==> src/rtl/test_tx_pkg.sv <==
// Shared definitions for the test-pattern transmitter and its receive checker.
// Holds the FSM encoding, the default scrambler seed, the frame-length clamp
// and the scrambler word-advance function so both ends step identically.
package test_tx_pkg;

    localparam logic [1:0] ST_IDLE = 2'd0;
    localparam logic [1:0] ST_SEED = 2'd1;
    localparam logic [1:0] ST_TX   = 2'd2;
    localparam logic [1:0] ST_GAP  = 2'd3;

    localparam logic [15:0] C_SCR_INIT = 16'h55AA;
    localparam int          C_LEN_MIN  = 2;

    // One scrambler word = 16 serial shifts of x^16+x^15+x^13+x^4+1.
    function automatic logic [15:0] scr_next(input logic [15:0] s);
        logic [15:0] r;
        r = s;
        for (int i = 0; i < 16; i++) begin
            r = {r[14:0], r[15] ^ r[14] ^ r[12] ^ r[3]};
        end
        return r;
    endfunction

    function automatic logic [15:0] clamp_len(input logic [15:0] len, input int min_len);
        return ({16'd0, len} < 32'(min_len)) ? 16'(min_len) : len;
    endfunction

endpackage

==> src/rtl/sata_scrambler.sv <==
// Purpose: 16-bit LFSR pattern source; word 0 after sof is the seed itself.
// Latency: output is the current word; reseed/advance take effect next cycle.
// Backpressure: advances only when p_in_en is high, otherwise holds the word.
// Ports: clk/rst, p_in_sof (reload seed), p_in_en (advance), p_out_data (word).
module sata_scrambler
    import test_tx_pkg::*;
#(
    parameter logic [15:0] G_INIT = C_SCR_INIT
) (
    input  logic        clk,
    input  logic        rst,
    input  logic        p_in_sof,
    input  logic        p_in_en,
    output logic [15:0] p_out_data
);

    always_ff @(posedge clk or posedge rst) begin
        if (rst) begin
            p_out_data <= G_INIT;
        end else if (p_in_sof) begin
            p_out_data <= G_INIT;
        end else if (p_in_en) begin
            p_out_data <= scr_next(p_out_data);
        end
    end

endmodule

==> config.mk <==
export PLATFORM = sky130hd
export DESIGN_NAME = sata_scrambler
export DESIGN_NICKNAME = d
export VERILOG_FILES = /design/src/rtl/test_tx_pkg.sv /design/src/rtl/sata_scrambler.sv
export SDC_FILE = /design/constraint.sdc
export NUM_CORES = 1
export LEC_CHECK = 0
export BUFFER_PORTS_ARGS = -buffer_cell sky130_fd_sc_hd__buf_2
export CORE_ASPECT_RATIO = 1.2
export CORE_MARGIN = 10
export CORE_UTILIZATION = 35
export CTS_CLUSTER_DIAMETER = 30
export DETAILED_ROUTE_END_ITERATION = 12
export HOLD_SLACK_MARGIN = 0.15
export MAX_ROUTING_LAYER = met4
export PLACE_DENSITY = 0.64
export SLEW_MARGIN = 20
export SYNTH_ARGS = -nofsm -noshare
export SYNTH_HDL_FRONTEND = slang
export SYNTH_SLANG_ARGS = --single-unit
==> constraint.sdc <==
create_clock -name clk -period 2.9 [get_ports clk]
set_input_delay 0.58 -clock clk [delete_from_list [all_inputs] [get_ports clk]]
set_output_delay 0.58 -clock clk [all_outputs]
set_load 0.005 [all_outputs]
==> After elaboration in Yosys (flattened, before gate mapping) <==
Cells that the tools add are included.
{ "totals": {"ff_bits": 16} }
{ "classes": {"mux": 2, "n_bitwise": 48, "reduce_logical": 1} }
{ "op_table": {"columns": ["op", "count"], "rows": [
  ["1-bit bitwise XOR", 48],
  ["16-bit 2-to-1 mux", 2],
  ["2-bit nonzero test", 1]
]} }

==> Depth between registers and ports, before layout <==
{ "logic_depth": {"ltp_word": 8, "mapped_depth": 6, "mapped_depth_nobuf": 6} }

==> Least setup slack after synthesis <==
OpenSTA, ideal clock, no wires.
{ "synth_timing": {"path_kind": "register to register", "start": "register p_out_data[14]", "end": "register p_out_data[2]", "setup_time_ps": 120, "t_arrival_ps": 1991, "setup_slack_ps": 789, "stages_incl_launch_ff": 7, "synth_period_minus_slack_ps": 2111, "path_cell_list": "dfstp_2 xnor2_1 xnor3_1 xnor3_1 xnor2_1 a21oi_1 a31o_2"} }
{ "synth_between": {"elab_chain_len": 8, "elab_cells_between_ends": 12, "classes_between": "2 x mux; 10 x bitwise"} }
{ "synth_lines": {"columns": ["element", "line_no", "rtl"], "rows": [
  ["from (decl)", "sata_scrambler.sv:14", "output logic [15:0] p_out_data"],
  ["from (signal assigned)", "sata_scrambler.sv:23", "p_out_data <= scr_next(p_out_data);"],
  ["1-bit bitwise XOR (5 in a row)", "test_tx_pkg.sv:19", "r = {r[14:0], r[15] ^ r[14] ^ r[12] ^ r[3]};"],
  ["1-bit bitwise XOR (*)", "test_tx_pkg.sv:19", null],
  ["16-bit 2-to-1 mux (*)", "sata_scrambler.sv:22", "end else if (p_in_en) begin"],
  ["16-bit 2-to-1 mux (*)", "sata_scrambler.sv:20", "end else if (p_in_sof) begin"]
]} }
Mark *: on every way between the ends. The rest lies on a longest branch, timed or not. The select of a mux whose other input is x is not followed.
A chain may end at the register's enable or synchronous reset.

==> Worst setup path in the final report <==
{ "layout_timing": {"start": "register p_out_data[11]", "end": "register p_out_data[2]"} }
{ "layout_between": {"elab_chain_len": 7} }
{ "layout_lines": {"columns": ["element", "line_no"], "rows": [
  ["1-bit bitwise XOR (5 in a row)", "test_tx_pkg.sv:19"],
  ["16-bit 2-to-1 mux", "sata_scrambler.sv:22"],
  ["16-bit 2-to-1 mux", "sata_scrambler.sv:20"]
]} }
Every way passes these cells. The select of a mux whose other input is x is not followed.

==> out/results.ini <==
[sta]
rsz0062_at_grt=no
drv_slew=0
max_slew_margin_pct=58.3
setup_tns_ps=0
max_clock_freq_ghz=0.439
fin_skew_ps=0.762
setup_violations=0
tightestPinTransition_ps=625
hold_viol_final=0
period_share_pct=78.6
min_period_ps=2280

[worst_setup_path]
cp-end-kind=register
arrival_ps=2470
worstPathMaxFanout=5
setup.worst_path.class=register to register
crit_required_ps=3090
cp-start-kind=register
r2r-start=p_out_data[11]$_DFFE_PP0P_
r2r-end=p_out_data[2]$_DFFE_PP0P_
reg2reg_depth=6
r2r_slack_ps=620

[cts]
ctsRootBufferMaster=clkbuf_4
postCtsSetupBuffers=0
clkSinkCount=16
cts_htree_levels=1
cts.clk_slew.worst_paths_ps=100
insertion_delay_ps=290
clockBufferDepth=2
cts_buffers=3
ctsResizeCount=0
cts_tree=done
cts_hold_buffers=0

[finish]
top_regs=p_out_data: 16 flops
largest_register_ffs=16
regArea_um2=410
layout.nets=130
antenna_cells=0
syn2layout_area_growth_pct=13.9
regMostFlops=p_out_data
multi_input_area_um2=728
fillers=307
layout-drive-gt1-share_pct=28.8

[floorplanning]
core_area_um2=3140
dieArea_um2=6030
start_util_pct=37.0
die_h_um=83.1
row_count=22
die_x_um=72.6
io_pins=20

[logic_synthesis]
async_reset_ff_share_pct=100
synth_edf_count=0
seq_area_frac_synth_pct=35.3
synth-seq-cells=16
synth.distinct_cells=26
synth_area_leaders=xnor2_1 (20%), dfstp_2 (18%), dfrtp_1 (17%)
synth-main-ff-cell=dfstp_2
syn-num-nets=110
netlist.top_cell.by_area=xnor2_1
synth_top_area_share_pct=20.4
avgSynthCellArea_um2=11.0
synth_common_cells=xnor2_1 (27), nor2_1 (13), dfrtp_1 (8), dfstp_2 (8), xor2_1 (7)
synth.most_common_cell=xnor2_1
synth_area_um2=1160
syn_inst=106
yosysWarnings=0

[routing]
wirelength_um=2460
vias=807
drt_first_pass_iters=4
drt_iter0_markers=20
avgRoutedWirePerCell_um=15.3
ant_nets=0
viasPerCell=5.01
remaining_drc_errors=0

[global_routing]
grt_pass1_vias=846
grt_pass1_wl_um=4280
grt_max_degree=22
globalRoute.totalOverflow=0
grt_use_met2_pct=13.5
grt_use_total_pct=8.85
grt_use_met3_pct=2.98
grt_busiest_layer=met2
use_met1_pct=10.9
grt_antenna_before_repair=0

[worst_hold_path]
hp-class=input pin to async pin

[run_status]
outcome=finished clean

[place]
io_buffers=19
place_congestion=0.784
place_hpwl_um=1870

[run]
drv_cap=0

## through the flow
stage / hold slack, ps / setup slack [ps] / area [µm²] / utilization, % / instances
2_1_floorplan: 488 / 789 / 1160 / - / 106
6_report: 349 / 620 / 1320 / 42.1 / 161
3_3_place_gp: 557 / 677 / 1290 / 41.0 / 157
5_1_grt: 393 / 505 / 1320 / 42.1 / 161
4_1_cts: 367 / 607 / 1320 / 42.1 / 161
3_5_place_dp: 563 / 650 / 1290 / 41.0 / 157
## metal layers
metal	vias up	wire length, µm
met3	2	109
met5	-	0
li1	390	-
met1	401	1180
met2	14	1160
met4	0	16
## worst max-delay path by stage
stage                                 to                  startpoint  depth (start not counted)
2_1_floorplan  p_out_data[2]$_DFFE_PP0P_  p_out_data[14]$_DFFE_PP1P_                          6
3_3_place_gp   p_out_data[2]$_DFFE_PP0P_  p_out_data[14]$_DFFE_PP1P_                          6
3_5_place_dp   p_out_data[2]$_DFFE_PP0P_  p_out_data[11]$_DFFE_PP0P_                          6
4_1_cts        p_out_data[1]$_DFFE_PP1P_  p_out_data[12]$_DFFE_PP1P_                          6
5_1_grt        p_out_data[1]$_DFFE_PP1P_  p_out_data[10]$_DFFE_PP1P_                          6
6_report       p_out_data[2]$_DFFE_PP0P_  p_out_data[11]$_DFFE_PP0P_                          6
## final cells by class
class / instances / share of cell area, %
Inverter: 2 / 0.568
Tap cell: 36 / 3.41
Sequential cell: 16 / 31.0
Multi-Input combinational cell: 84 / 55.1
Clock buffer: 4 / 2.74
Timing Repair Buffer: 19 / 7.19
## kinds of logic after synthesis
family,share of synthesized area (%)
AO/OA/AOI/OAI,9.70
XOR/XNOR,42.5
buffers and inverters,1.94
flip-flops,35.3
multiplexers,0.970
AND/OR/NAND/NOR,9.59
## cell usage in the layout, fill, tap and decap left out, types with 5 or more instances in the layout
master / instances
a211oi_1: 5
xor2_1: 7
xnor3_1: 6
dfrtp_1: 8
dfstp_2: 8
buf_2: 19
xnor2_1: 27
nor2_1: 13
## worst max-delay path, stage by stage (launching register included)
cell	delay, ps
dfrtp_1	480
xnor2_1	320
xnor3_1	430
xnor3_1	410
xnor2_1	230
a21oi_1	90
a31o_2	220
Power is not shown: default switching activity piles up to over one toggle a cycle in this logic, so the estimate is an artifact.
